--- src/rtl/task_seq_pkg.sv ---
// -----------------------------------------------------------------------------
// task_seq_pkg
// Shared types and helpers for the task sequencer:
//   seq_state_t   - sequencer FSM state encoding
//   next_t        - result of a priority search over the enable mask
//   task_w()      - width of the task index, max(1, clog2(n))
//   timer_w()     - width of the watchdog timer, clog2(timeout+1) (min 1)
//   next_enabled()- lowest set mask bit at or above a starting index
// -----------------------------------------------------------------------------
package task_seq_pkg;

  localparam int MAX_TASKS = 16;
  localparam int IDX_W     = 4;

  typedef enum logic [2:0] {
    IDLE,
    START,
    WAIT,
    DONE,
    ERROR
  } seq_state_t;

  typedef struct packed {
    logic             found;
    logic [IDX_W-1:0] idx;
  } next_t;

  function automatic int task_w(input int n);
    return (n <= 2) ? 1 : $clog2(n);
  endfunction

  function automatic int timer_w(input int t);
    return (t <= 1) ? 1 : $clog2(t + 1);
  endfunction

  // Lowest set bit of mask whose index is >= from. Scanning downwards lets
  // the last hit (the lowest index) win without a break.
  function automatic next_t next_enabled(input logic [MAX_TASKS-1:0] mask,
                                         input int                   from);
    next_t r;
    r = '0;
    for (int i = MAX_TASKS - 1; i >= 0; i--) begin
      if (mask[i] && (i >= from)) begin
        r.found = 1'b1;
        r.idx   = IDX_W'(i);
      end
    end
    return r;
  endfunction

endpackage

--- src/rtl/seq_watchdog.sv ---
// -----------------------------------------------------------------------------
// seq_watchdog
// Counts cycles while enabled and flags expiry on the last permitted cycle.
//   i_clk      - clock
//   i_rst_n    - asynchronous active-low reset
//   i_clear    - synchronous clear of the timer (highest priority after reset)
//   i_enable   - count this cycle
//   o_expired  - timer has reached TIMEOUT_CYCLES-1 while enabled
// Only instantiated for TIMEOUT_CYCLES > 0.
// -----------------------------------------------------------------------------
module seq_watchdog
  import task_seq_pkg::*;
#(
  parameter  int TIMEOUT_CYCLES = 8,
  localparam int TIMER_W        = timer_w(TIMEOUT_CYCLES)
) (
  input  logic i_clk,
  input  logic i_rst_n,
  input  logic i_clear,
  input  logic i_enable,
  output logic o_expired
);

  logic [TIMER_W-1:0] r_timer;
  logic               w_at_limit;

  assign w_at_limit = (r_timer == TIMER_W'(TIMEOUT_CYCLES - 1));
  assign o_expired  = i_enable & w_at_limit;

  // Saturate at the limit so the counter can never wrap back to zero.
  always_ff @(posedge i_clk or negedge i_rst_n) begin
    if (!i_rst_n) begin
      r_timer <= '0;
    end else if (i_clear) begin
      r_timer <= '0;
    end else if (i_enable && !w_at_limit) begin
      r_timer <= r_timer + 1'b1;
    end
  end

endmodule

--- src/rtl/task_sequencer.sv ---
// -----------------------------------------------------------------------------
// task_sequencer
// Launches enabled task FSMs in index order with one-cycle start pulses and
// waits for each finish before launching the next. Optional loop mode,
// per-task watchdog and an abort that returns to IDLE from anywhere.
//   i_clk, i_rst_n   - clock, asynchronous active-low reset
//   i_go             - start a sequence (accepted in IDLE/DONE/ERROR)
//   i_abort          - return to IDLE, highest priority
//   i_enable         - task enable mask, latched on an accepted go
//   i_finish         - per-task finish (level or pulse)
//   o_start          - one-hot start pulse to the current task
//   o_busy           - in START or WAIT
//   o_done           - in DONE
//   o_timeout_err    - in ERROR
//   o_cur_task       - index of the current / last task
// All outputs decode registered state only.
// -----------------------------------------------------------------------------
module task_sequencer
  import task_seq_pkg::*;
#(
  parameter  int NUM_TASKS      = 3,
  parameter  int TIMEOUT_CYCLES = 0,
  parameter  bit LOOP           = 1'b0,
  localparam int TASK_W         = task_w(NUM_TASKS)
) (
  input  logic                 i_clk,
  input  logic                 i_rst_n,
  input  logic                 i_go,
  input  logic                 i_abort,
  input  logic [NUM_TASKS-1:0] i_enable,
  input  logic [NUM_TASKS-1:0] i_finish,
  output logic [NUM_TASKS-1:0] o_start,
  output logic                 o_busy,
  output logic                 o_done,
  output logic                 o_timeout_err,
  output logic [TASK_W-1:0]    o_cur_task
);

  seq_state_t           r_state;
  logic [TASK_W-1:0]    r_cur_task;
  logic [NUM_TASKS-1:0] r_mask;

  next_t w_go_first;    // lowest enabled task of the incoming mask
  next_t w_mask_first;  // lowest enabled task of the latched mask (loop wrap)
  next_t w_mask_next;   // next enabled task above the current one
  logic  w_expired;
  logic  w_cur_finish;

  always_comb begin
    w_go_first   = next_enabled(MAX_TASKS'(i_enable), 0);
    w_mask_first = next_enabled(MAX_TASKS'(r_mask), 0);
    w_mask_next  = next_enabled(MAX_TASKS'(r_mask), int'(r_cur_task) + 1);
  end

  // Only the current task's finish is ever looked at.
  assign w_cur_finish = i_finish[r_cur_task];

  generate
    if (TIMEOUT_CYCLES == 0) begin : g_no_wd
      assign w_expired = 1'b0;
    end else begin : g_wd
      seq_watchdog #(
        .TIMEOUT_CYCLES(TIMEOUT_CYCLES)
      ) u_watchdog (
        .i_clk    (i_clk),
        .i_rst_n  (i_rst_n),
        .i_clear  (r_state == START),
        .i_enable (r_state == WAIT),
        .o_expired(w_expired)
      );
    end
  endgenerate

  always_ff @(posedge i_clk or negedge i_rst_n) begin
    if (!i_rst_n) begin
      r_state    <= IDLE;
      r_cur_task <= '0;
      r_mask     <= '0;
    end else if (i_abort) begin
      r_state <= IDLE;
    end else begin
      case (r_state)
        IDLE, DONE, ERROR: begin
          if (i_go) begin
            r_mask <= i_enable;
            if (!w_go_first.found) begin
              r_state <= DONE;
            end else begin
              r_cur_task <= TASK_W'(w_go_first.idx);
              r_state    <= START;
            end
          end
        end
        START: r_state <= WAIT;
        WAIT: begin
          // Finish takes precedence over a watchdog expiry on the same edge.
          if (w_cur_finish) begin
            if (w_mask_next.found) begin
              r_cur_task <= TASK_W'(w_mask_next.idx);
              r_state    <= START;
            end else if (LOOP && w_mask_first.found) begin
              r_cur_task <= TASK_W'(w_mask_first.idx);
              r_state    <= START;
            end else begin
              r_state <= DONE;
            end
          end else if (w_expired) begin
            r_state <= ERROR;
          end
        end
        default: r_state <= IDLE;
      endcase
    end
  end

  assign o_start       = (r_state == START) ? (NUM_TASKS'(1) << r_cur_task) : '0;
  assign o_busy        = (r_state == START) || (r_state == WAIT);
  assign o_done        = (r_state == DONE);
  assign o_timeout_err = (r_state == ERROR);
  assign o_cur_task    = r_cur_task;

endmodule

--- config.mk ---
export PLATFORM = sky130hd
export DESIGN_NAME = task_sequencer
export DESIGN_NICKNAME = d
export VERILOG_FILES = /design/src/rtl/task_seq_pkg.sv /design/src/rtl/seq_watchdog.sv /design/src/rtl/task_sequencer.sv
export SDC_FILE = /design/constraint.sdc
export NUM_CORES = 1
export LEC_CHECK = 0
export BUFFER_PORTS_ARGS = -buffer_cell sky130_fd_sc_hd__buf_2
export CAP_MARGIN = 20
export CORE_AREA = 5 5 42 44
export CTS_BUF_LIST = sky130_fd_sc_hd__clkbuf_2 sky130_fd_sc_hd__clkbuf_4 sky130_fd_sc_hd__clkbuf_8
export DETAILED_ROUTE_END_ITERATION = 8
export DIE_AREA = 0 0 47 49
export PLACE_DENSITY_LB_ADDON = 0.15
export SYNTH_ARGS = -nofsm -noshare
export SYNTH_HDL_FRONTEND = slang
export SYNTH_SLANG_ARGS = --single-unit
--- constraint.sdc ---
create_clock -name i_clk -period 2.6 [get_ports i_clk]
set_input_delay 0.13 -clock i_clk [delete_from_list [all_inputs] [get_ports i_clk]]
set_output_delay 0.13 -clock i_clk [all_outputs]
set_load 0.03 [all_outputs]
==> results.md, run 1 <==
| Item | This run |
|---|---|
| Worst reg2reg path depth | 6 |
| Kind of launch point of the worst setup path | flip-flop |
| Die Footprint | 0.00230 mm2 |
| Post-route DRC violation count | 0 |
| Highest achievable clock rate | 490 MHz |
| Worst Clk Skew | 0.00228 ns |
| Part of the Yosys area used for sequential elements | 34.5% |
| Die width | 47 um |
| Maximum vdd drop | 0.385 mV |
| Maximum number of pins on one net before global-route repair | 9 |
| Worst Path Arrival | 2.16 ns |
| Cell count after placement | 80 |
| Endpoint of the worst hold path | r_state[1]$_DFFE_PN0P_ |
| Synth area leaders | dfrtp_1, ha_1, inv_1, mux2_2, mux2i_1 |
| Average routed wire per standard cell | 11.2 um |
| Number of diodes added for antenna fixing | 0 |
| Core region area | 0.00140 mm2 |
| Leakage | 0.312 nW |
| Total net switching power | 0.000302 W |
| Antenna violations before repair | 0 |
| Total power | 0.000646 W |
| Final instance count without filler cells | 84 |
| Avg Cell Area, Syn | 8.89 um2 |
| TritonCTS clock tree | yes |
| Number of hold-slack violations in the final timing report | 0 |
| First-pass iteration count of the detailed router | 4 |
| Worst-path fanout max | 8 |
| Slowest CP cell | a222oi_1 |
| Hold depth | 2 |
| Post-synthesis instance area | 435 um2 |
| EDFF count, synth | 0 |
| Synthesized instance count | 49 |
| Count of input and output buffers | 16 |
| Core Rows | 14 |
| Post-CTS resize count | 0 |
| Outcome | finished, final reports clean |
| Worst path top cell family by delay | compound AO/OA/AOI/OAI gates |
| Worst-case clock buffer depth | 2 |
| Max-slew violations | 0 |
| Insertion delay to the later sink of the worst-skew pair | 0.23 ns |
| HPWL reported at the end of detailed placement | 828 um |
| Height of the die | 49 um |
| Initial cell density of the core | 31.1% |
| Ys async rst share | 100% |
| Launching point of the worst reg2reg path | r_state[0]$_DFFE_PN0P_ |
| Kind of end point of the critical path | flip-flop |
| Net Count, Synth | 62 |
| Via count of the routed design | 400 |
| GRT Resource Usage Total | 9.56% |
| Final period demand of the worst path | 2.04 ns |
| Relative slew slack | 51.5% |
| Synth warnings | 0 |
| Design internal power | 0.000343 W |
| Last weighted congestion value of the routability-driven placer | 0.686 |
| Nets | 83 |
| Area share of the leading cell type in the synthesized netlist | 34.5% |
| Count of different cell masters after synthesis | 23 |
| Most frequent cell after synthesis | inv_1 |
| Routed Antenna Nets | 0 |
| Post-synth top cells | inv_1, dfrtp_1, nor2_1 |
| Sw Share | 46.8% |
| Worst R2R Setup Slack | 0.56 ns |
| Post-synthesis sequential element count | 6 |
| CP Class | reg2reg |
| Clock network power share | 12.4% |
| First-pass GRT wire length | 1610 um |
| Delay of the slowest cell on the worst path | 0.62 ns |
| Remaining global-route overflow | 0 |
| TritonCTS Sinks | 6 |
| # H-tree levels | 1 |
| Total of max-cap violations | 0 |
| Critical path buffer and inverter count | 1 |
| # setup viols final | 0 |
| Routed via count divided by cell count | 4.76 |
| Iteration-0 DRC count of the detailed router | 6 |
| Final TNS setup | 0 ns |
| Path category of the worst min-delay check | in2reg |
| Proportion of power drawn by flip-flops and latches | 27.5% |
| PD cells | 1150 mW/mm2 |
| Vias in the first global route | 391 |
| Worst slew pin tran | 0.728 ns |
| Most used flip-flop cell after synthesis | dfrtp_1 |
| Final wirelength | 939 um |
| Io pins | 18 |
| Endpoint of the lowest-slack register-to-register path | o_cur_task[0]$_DFFE_PN0P_ |
| Worst hold slack | 0.110 ns |
| Top cell type by total area after synthesis | dfrtp_1 |
| Start point of the worst hold path | i_abort |
| Post-CTS clock slew at the launch and capture registers of the worst setup and hold paths | 0.04 ns |
| Period Utilization, post-route | 78.4% |
| Ordered list of cells on the worst path | inv_1 -> ha_1 -> and2_4 -> a222oi_1 -> nand3b_1 -> mux2i_1 |
| Number of buffers created by CTS | 3 |
| Fraction of final layout cells sized beyond drive strength 1 | 32.4% |
| Required time at the worst-slack endpoint | 2.72 ns |
| Post-synthesis to final-layout area growth | 28.7% |
| Combinational group share of total power | 60.1% |
| Clock root buffer master | clkbuf_4 |
| Unrepaired setup endpoints after global routing | no |
-- layout make-up --
type | instances | area [um2]
Fill cell | 153 | 841
Multi-Input combinational cell | 35 | 251
Sequential cell | 6 | 150
Timing Repair Buffer | 17 | 90.1
Inverter | 7 | 26.3
Clock buffer | 3 | 22.5
Tap cell | 16 | 20.0
-- stage by stage --
stage	area, um2	util, %	worst slack (ns)
after floorplan	435	-	0.772
after global placement	528	37.7	0.581
after detailed placement	528	37.7	0.556
after CTS	561	40.0	0.552
after global routing	561	40.0	0.333
final	561	40.0	0.561
-- power by group through the flow --
stage	sequential, W	combinational (W)	clock [W]
final	0.000178	0.000388	0.0000801
after global routing	0.000187	0.000434	0.0000941
after CTS	0.000179	0.000394	0.0000858
after detailed placement	0.000181	0.000392	0
after global placement	0.000179	0.000392	0
after floorplan	0.000198	0.000275	0
-- cells in the final DEF (no fill, tap or decap) --
| master | instances |
|---|---|
| nand2_1 | 1 |
| nand3b_1 | 1 |
| dlygate4sd3_1 | 1 |
| buf_2 | 16 |
| nor3b_1 | 1 |
| a211oi_1 | 2 |
| nand2b_1 | 2 |
| dfrtp_1 | 6 |
| nor4b_1 | 1 |
| conb_1 | 1 |
| or3_1 | 1 |
| and2_4 | 1 |
| mux2_2 | 2 |
| ha_1 | 3 |
| nor2_1 | 5 |
| a21oi_1 | 3 |
| a2bb2oi_1 | 1 |
| clkbuf_4 | 3 |
| a222oi_1 | 1 |
| a31o_1 | 1 |
| and2b_1 | 1 |
| nor3_1 | 2 |
| and3_1 | 3 |
| inv_1 | 7 |
| mux2i_1 | 2 |
-- per-layer routing --
layer / vias up / wire (um) / global-route usage (%) / part of all wire (%)
met5: - / 0 / 0 / 0
met4: 0 / 0 / 5.53 / 0
met3: 0 / 72 / 2.58 / 7.7
met2: 10 / 465 / 14.7 / 50
met1: 182 / 401 / 11.4 / 43
li1: 208 / - / - / -
-- kinds of logic (layout without fill, tap and decap cells) --
family,Yosys count,after routing,synth area share [%]
AO/OA/AOI/OAI,8,8,13.2
adder cells (fa/ha/maj),3,3,8.62
buffers and inverters,8,27,7.76
flip-flops,6,6,34.5
multiplexers,4,4,9.77
other,1,1,0.861
AND/OR/NAND/NOR,19,19,25.3
-- sequential cells by signal (all words and copies together), names as in the netlist --
name	flops
r_mask	2
r_state	2
o_cur_task	2
-- worst register-to-register path, cell delays in order, from the launching register on --
cell and delay [ns]:
dfrtp_1 0.38, inv_1 0.06, ha_1 0.28, and2_4 0.19, a222oi_1 0.62, nand3b_1 0.23, mux2i_1 0.16
-- timing repair --
item,CTS,global route
hold endpoints to repair,6,0
hold buffers,1,0
buffers inserted,0,0
-- worst max-delay path by stage --
stage                           startpoint                        end  slack [ns]  depth (start not counted)
finish              r_state[0]$_DFFE_PN0P_  o_cur_task[0]$_DFFE_PN0P_        0.56                          6
global route        r_state[0]$_DFFE_PN0P_  o_cur_task[1]$_DFFE_PN0P_        0.33                          6
detailed placement  r_state[0]$_DFFE_PN0P_  o_cur_task[1]$_DFFE_PN0P_        0.56                          6
global placement    r_state[0]$_DFFE_PN0P_  o_cur_task[0]$_DFFE_PN0P_        0.58                          6
CTS                 r_state[0]$_DFFE_PN0P_  o_cur_task[1]$_DFFE_PN0P_        0.55                          6
floorplan           r_state[0]$_DFFE_PN0P_  o_cur_task[0]$_DFFE_PN0P_        0.77                          6
Power figures use the tool's default switching activity.
==> inputs of run 2 (changes only) <==
Clock period 2.6 ns to 1.67 ns, I/O delays scaled along.
==> run 2 against run 1 <==
Against the previous run:
- die area is the same
- critical endpoint unchanged
- via count grew 3.5%
- register-to-register slack lost 0.46 ns
- sequential share of layout area shrank 2.3 points
==> results.md, run 2 (synthesis results as in run 1) <==
| Item | This run | Delta |
|---|---|---|
| CP Class | reg2reg | unchanged |
| Slowest CP cell | dfrtp_1 | was a222oi_1 |
| Sequential Area | 150 um2 | unchanged |
| Hold depth | 2 | unchanged |
| Max-slew violations | 0 | unchanged |
| Average routed wire per standard cell | 11.6 um | was 11.2 um |
| Kind of launch point of the worst setup path | flip-flop | unchanged |
| Io pins | 18 | unchanged |
| Required time at the worst-slack endpoint | 1.80 ns | was 2.72 ns |
| Number of hold-slack violations in the final timing report | 0 | unchanged |
| Delay of the slowest cell on the worst path | 0.39 ns | was 0.62 ns |
| Insertion delay to the later sink of the worst-skew pair | 0.25 ns | was 0.23 ns |
| TritonCTS clock tree | yes | unchanged |
| Height of the die | 49 um | unchanged |
| Nets | 87 | was 83 |
| Count of cell instances traversed by the critical path | 6 | unchanged |
| Final instance count without filler cells | 88 | was 84 |
| Post-CTS clock slew at the launch and capture registers of the worst setup and hold paths | 0.05 ns | was 0.04 ns |
| Remaining global-route overflow | 0 | unchanged |
| Endpoint of the lowest-slack register-to-register path | o_cur_task[0]$_DFFE_PN0P_ | unchanged |
| Core region area | 0.00140 mm2 | unchanged |
| Highest achievable clock rate | 636 MHz | was 490 MHz |
| # setup viols final | 0 | unchanged |
| Worst reg2reg path depth | 6 | unchanged |
| Worst R2R Setup Slack | 0.1 ns | was 0.56 ns |
| Final period demand of the worst path | 1.57 ns | was 2.04 ns |
| Die Footprint | 0.00230 mm2 | unchanged |
| Most frequent standard cell in the layout excluding fill and tap cells | buf_2 | unchanged |
| Worst-case clock buffer depth | 2 | unchanged |
| TritonCTS Sinks | 6 | unchanged |
| Routed Antenna Nets | 0 | unchanged |
| Crit path from | r_state[1]$_DFFE_PN0P_ | was r_state[0]$_DFFE_PN0P_ |
| Clock root buffer master | clkbuf_4 | unchanged |
| Outcome | finished, final reports clean | unchanged |
| Final wirelength | 1020 um | was 939 um |
| Ordered list of cells on the worst path | ha_4 -> and2_4 -> a222oi_1 -> buf_4 -> nand3b_1 -> mux2i_1 | was inv_1 -> ha_1 -> and2_4 -> a222oi_1 -> nand3b_1 -> mux2i_1 |
| Kind of end point of the critical path | flip-flop | unchanged |
| Last weighted congestion value of the routability-driven placer | 0.720 | was 0.686 |
| # H-tree levels | 1 | unchanged |
| Count of input and output buffers | 16 | unchanged |
| Worst path top cell family by delay | flip-flops | was compound AO/OA/AOI/OAI gates |
| Fraction of final layout cells sized beyond drive strength 1 | 41.7% | was 32.4% |
| GRT Resource Usage Total | 11.7% | was 9.56% |
| First-pass iteration count of the detailed router | 4 | unchanged |
| Leakage | 0.334 nW | was 0.312 nW |
| Launching point of the worst reg2reg path | r_state[1]$_DFFE_PN0P_ | was r_state[0]$_DFFE_PN0P_ |
| Highest-count cells in the layout ignoring fill and taps | buf_2, inv_1, dfrtp_1 | unchanged |
| Via count of the routed design | 414 | was 400 |
| Util after Layout | 43.8% | was 40.0% |
| Worst-path fanout max | 6 | was 8 |
| Iteration-0 DRC count of the detailed router | 13 | was 6 |
| Worst Path Arrival | 1.70 ns | was 2.16 ns |
| PD cells | 1830 mW/mm2 | was 1150 mW/mm2 |
| Routed via count divided by cell count | 4.70 | was 4.76 |
| CP Capture Point | o_cur_task[0]$_DFFE_PN0P_ | unchanged |
| Final TNS setup | 0 ns | unchanged |
| Worst Clk Skew | 0.00649 ns | was 0.00228 ns |
| Total of max-cap violations | 0 | unchanged |
| HPWL reported at the end of detailed placement | 846 um | was 828 um |
| Number of buffers created by CTS | 3 | unchanged |
| Maximum number of pins on one net before global-route repair | 7 | was 9 |
| Buffers inserted by post-CTS timing repair | 0 | unchanged |
| Critical path buffer and inverter count | 1 | unchanged |
| Core Rows | 14 | unchanged |
| Total power | 0.00113 W | was 0.000646 W |
| Number of diodes added for antenna fixing | 0 | unchanged |
| Die width | 47 um | unchanged |
| First-pass GRT wire length | 1850 um | was 1610 um |
| Post-route DRC violation count | 0 | unchanged |
| Vias in the first global route | 441 | was 391 |
| Unrepaired setup endpoints after global routing | no | unchanged |
| Post-synthesis to final-layout area growth | 41.1% | was 28.7% |
| Antenna violations before repair | 0 | unchanged |
| Path category of the worst min-delay check | in2reg | unchanged |
| Initial cell density of the core | 31.1% | unchanged |
| Footprint of the multi-input gates | 275 um2 | was 251 um2 |
| Period Utilization, post-route | 94.1% | was 78.4% |
| Cell count after placement | 84 | was 80 |
| Maximum vdd drop | 0.714 mV | was 0.385 mV |
| Filler cell count | 156 | was 153 |
-- run 2: changes by cell type in the layout (fill, tap and decap cells not counted), sizes merged --
cell / before / now
buf: 16 / 20
-- run 2: metal layers --
| layer | GRT usage (%) | up-vias | share of wire (%) |
|---|---|---|---|
| li1 | - | 217 | - |
| met1 | 13.5 | 176 | 42 |
| met2 | 16.5 | 16 | 47 |
| met3 | 3.69 | 5 | 7.4 |
| met4 | 9.68 | 0 | 3.8 |
| met5 | 0 | - | 0 |
-- run 2: stage by stage --
stage / instance area, um2 / worst slack (ns) / hold WS, ns
floorplan: 448 / -0.0834 / -0.212
global placement: 571 / 0.0993 / -0.0804
detailed placement: 571 / 0.0866 / -0.0816
CTS: 603 / 0.0864 / 0.0531
global route: 614 / 0.00740 / 0.0654
finish: 614 / 0.0988 / 0.0610
-- run 2: worst min path at each step --
stage / slack [ns] / to / start
floorplan: -0.21 / o_cur_task[0]$_DFFE_PN0P_ / i_rst_n
global placement: -0.08 / r_mask[2]$_DFFE_PN0P_ / i_rst_n
detailed placement: -0.08 / r_mask[2]$_DFFE_PN0P_ / i_rst_n
CTS: 0.05 / r_state[1]$_DFFE_PN0P_ / i_abort
global route: 0.07 / r_state[1]$_DFFE_PN0P_ / i_abort
finish: 0.06 / r_state[1]$_DFFE_PN0P_ / i_abort
-- run 2: repair_timing --
action,CTS,global route
gates resized for setup,0,2
endpoints found under the setup margin,0,4
hold buffers,1,0
endpoints found under the hold margin,6,0
-- run 2: final cells by class --
cell class / instances / area share (%)
clock buffer: 3 / 3.67
inverter: 7 / 4.28
multi-input combinational: 35 / 44.8
sequential: 6 / 24.4
tap: 16 / 3.26
timing repair buffer: 21 / 19.6
-- run 2: worst register-to-register path, delay by kind of cell (launching register included) --
kind | cells | cell delay [ns]
and+or+nand+nor | 2 | 0.26
DFF | 1 | 0.39
muxes | 1 | 0.14
buffers and inverters | 1 | 0.20
AOI/OAI and AO/OA | 1 | 0.29
adders and majority gates | 1 | 0.17
-- run 2: report_power, final --
| group | switching (W) | leakage, nW | internal, W | total, W |
|---|---|---|---|---|
| combinational | 0.000402 | 0.246 | 0.000319 | 0.000721 |
| clock | 0.0000512 | 0.0138 | 0.0000812 | 0.000132 |
| sequential | 0.0000584 | 0.0737 | 0.000213 | 0.000272 |
==> inputs of run 3 (changes only) <==
Clock period 1.67 ns to 1.8 ns, I/O delays scaled along.
==> run 3 against run 2 <==
Against the previous run:
- sequential share of layout area is 0.93 points higher
- die area stayed put
- worst setup slack better by 0.033 ns
- register-to-register slack better by 0.03 ns
- cell count is 1.1% lower
- non-clock buffer count is 1 lower
- sequential power is 7.7% lower
- clock skew is 0.0056 ns lower
- combinational power is 14% lower
- clock power is 7% lower
- critical path type unchanged
==> results.md, run 3 (synthesis results as in run 1) <==
| Item | This run | Delta |
|---|---|---|
| Most frequent standard cell in the layout excluding fill and tap cells | buf_2 | unchanged |
| Endpoint of the worst hold path | r_state[1]$_DFFE_PN0P_ | unchanged |
| Vias in the first global route | 425 | was 441 |
| Post-synthesis to final-layout area growth | 35.9% | was 41.1% |
| Outcome | finished, final reports clean | unchanged |
| Cell Area, Placed | 553 um2 | was 571 um2 |
| Hold depth | 2 | unchanged |
| Final TNS setup | 0 ns | unchanged |
| Die Footprint | 0.00230 mm2 | unchanged |
| Number of diodes added for antenna fixing | 0 | unchanged |
| Util after Layout | 42.2% | was 43.8% |
| Average routed wire per standard cell | 11.9 um | was 11.6 um |
| TritonCTS clock tree | yes | unchanged |
| Design area | 592 um2 | was 614 um2 |
| Initial cell density of the core | 31.1% | unchanged |
| Max-slew violations | 0 | unchanged |
| Unrepaired setup endpoints after global routing | no | unchanged |
| Path category of the worst min-delay check | in2reg | unchanged |
| Required time at the worst-slack endpoint | 1.92 ns | was 1.80 ns |
| Cell count after placement | 83 | was 84 |
| Buffers inserted by post-CTS timing repair | 0 | unchanged |
| Slowest CP cell | dfrtp_1 | unchanged |
| HPWL reported at the end of detailed placement | 832 um | was 846 um |
| Maximum number of pins on one net before global-route repair | 7 | unchanged |
| # setup viols final | 0 | unchanged |
| Count of input and output buffers | 16 | unchanged |
| Nets | 86 | was 87 |
| Endpoint of the lowest-slack register-to-register path | o_cur_task[0]$_DFFE_PN0P_ | unchanged |
| Final instance count without filler cells | 87 | was 88 |
| Antenna violations before repair | 0 | unchanged |
| Filler cell count | 155 | was 156 |
| Number of buffers created by CTS | 3 | unchanged |
| Post-CTS clock slew at the launch and capture registers of the worst setup and hold paths | 0.04 ns | was 0.05 ns |
| Worst R2R Setup Slack | 0.13 ns | was 0.1 ns |
| # H-tree levels | 1 | unchanged |
| Number of hold-slack violations in the final timing report | 0 | unchanged |
| CP Class | reg2reg | unchanged |
| Worst-case clock buffer depth | 2 | unchanged |
| Height of the die | 49 um | unchanged |
| Highest achievable clock rate | 600 MHz | was 636 MHz |
| Final period demand of the worst path | 1.67 ns | was 1.57 ns |
| Worst-path fanout max | 6 | unchanged |
| Kind of end point of the critical path | flip-flop | unchanged |
| Crit path from | r_state[1]$_DFFE_PN0P_ | unchanged |
| Leakage | 0.327 nW | was 0.334 nW |
| Io pins | 18 | unchanged |
| Fraction of final layout cells sized beyond drive strength 1 | 38.0% | was 41.7% |
| Core region area | 0.00140 mm2 | unchanged |
| Last weighted congestion value of the routability-driven placer | 0.773 | was 0.720 |
| Maximum vdd drop | 0.547 mV | was 0.714 mV |
| Final wirelength | 1030 um | was 1020 um |
| Kind of launch point of the worst setup path | flip-flop | unchanged |
| Iteration-0 DRC count of the detailed router | 9 | was 13 |
| Ordered list of cells on the worst path | ha_2 -> and2_4 -> a222oi_1 -> buf_4 -> nand3b_1 -> mux2i_1 | was ha_4 -> and2_4 -> a222oi_1 -> buf_4 -> nand3b_1 -> mux2i_1 |
| Routed via count divided by cell count | 4.91 | was 4.70 |
| Via count of the routed design | 427 | was 414 |
| First-pass iteration count of the detailed router | 4 | unchanged |
| Worst Clk Skew | 0.000933 ns | was 0.00649 ns |
| Routed Antenna Nets | 0 | unchanged |
| Worst Path Arrival | 1.79 ns | was 1.70 ns |
| Insertion delay to the later sink of the worst-skew pair | 0.24 ns | was 0.25 ns |
| Launching point of the worst reg2reg path | r_state[1]$_DFFE_PN0P_ | unchanged |
| Delay of the slowest cell on the worst path | 0.40 ns | was 0.39 ns |
| Die width | 47 um | unchanged |
| PD cells | 1680 mW/mm2 | was 1830 mW/mm2 |
| First-pass GRT wire length | 1830 um | was 1850 um |
| TritonCTS Sinks | 6 | unchanged |
| Worst reg2reg path depth | 6 | unchanged |
| Period Utilization, post-route | 92.7% | was 94.1% |
| Clock root buffer master | clkbuf_4 | unchanged |
| Total of max-cap violations | 0 | unchanged |
| Core Rows | 14 | unchanged |
| Remaining global-route overflow | 0 | unchanged |
| GRT Resource Usage Total | 11.1% | was 11.7% |
| Post-route DRC violation count | 0 | unchanged |
| Start point of the worst hold path | i_abort | unchanged |
| Highest-count cells in the layout ignoring fill and taps | buf_2, inv_1, dfrtp_1 | unchanged |
[run 3: what timing repair did]
item / CTS / global route
hold buffers: 1 / 0
hold endpoints to repair: 6 / 0
resized for setup: 0 / 1
setup endpoints to repair: 0 / 1
[run 3: layer usage]
| metal | wire (um) | GRT usage, % | vias to the layer above |
|---|---|---|---|
| li1 | - | - | 215 |
| met1 | 462 | 15.4 | 196 |
| met2 | 471 | 14.5 | 12 |
| met3 | 71 | 2.21 | 4 |
| met4 | 28 | 8.29 | 0 |
| met5 | 0 | 0 | - |
[run 3: layout make-up]
cell class	count	area [um2]	area share [%]
multi-input combinational	35	260	44.0
sequential	6	150	25.4
timing repair buffer	20	113	19.0
inverter	7	26.3	4.44
clock buffer	3	22.5	3.81
tap	16	20.0	3.38
[run 3: worst max-delay path by stage]
| stage | end | slack, ns |
|---|---|---|
| finish | o_cur_task[0]$_DFFE_PN0P_ | 0.13 |
| global route | o_cur_task[0]$_DFFE_PN0P_ | 0.02 |
| CTS | o_cur_task[0]$_DFFE_PN0P_ | 0.13 |
| detailed placement | o_cur_task[0]$_DFFE_PN0P_ | 0.14 |
| global placement | o_cur_task[1]$_DFFE_PN0P_ | 0.15 |
| floorplan | o_cur_task[0]$_DFFE_PN0P_ | 0.02 |
[run 3: worst max-delay path: cells and delay by family (launching register included)]
family                   cells  cell delay [ns]
AO/OA/AOI/OAI                1             0.32
adder cells (fa/ha/maj)      1             0.20
buffers and inverters        1             0.20
flip-flops                   1             0.40
multiplexers                 1             0.15
AND/OR/NAND/NOR              2             0.28
[run 3: where the power goes]
group          internal [W]  switching (W)  total, W
clock             0.0000753      0.0000474  0.000123
sequential         0.000198      0.0000531  0.000251
combinational      0.000268       0.000353  0.000621
total              0.000541       0.000453  0.000994
[run 3: metrics by stage]
| stage | hold slack [ns] | setup slack [ns] | power [W] |
|---|---|---|---|
| 2_1_floorplan | -0.206 | 0.0162 | 0.000688 |
| 3_3_place_gp | -0.0747 | 0.152 | 0.000879 |
| 3_5_place_dp | -0.0740 | 0.142 | 0.000872 |
| 4_1_cts | 0.0459 | 0.128 | 0.00101 |
| 5_1_grt | 0.0502 | 0.0187 | 0.00110 |
| 6_report | 0.0498 | 0.132 | 0.000994 |
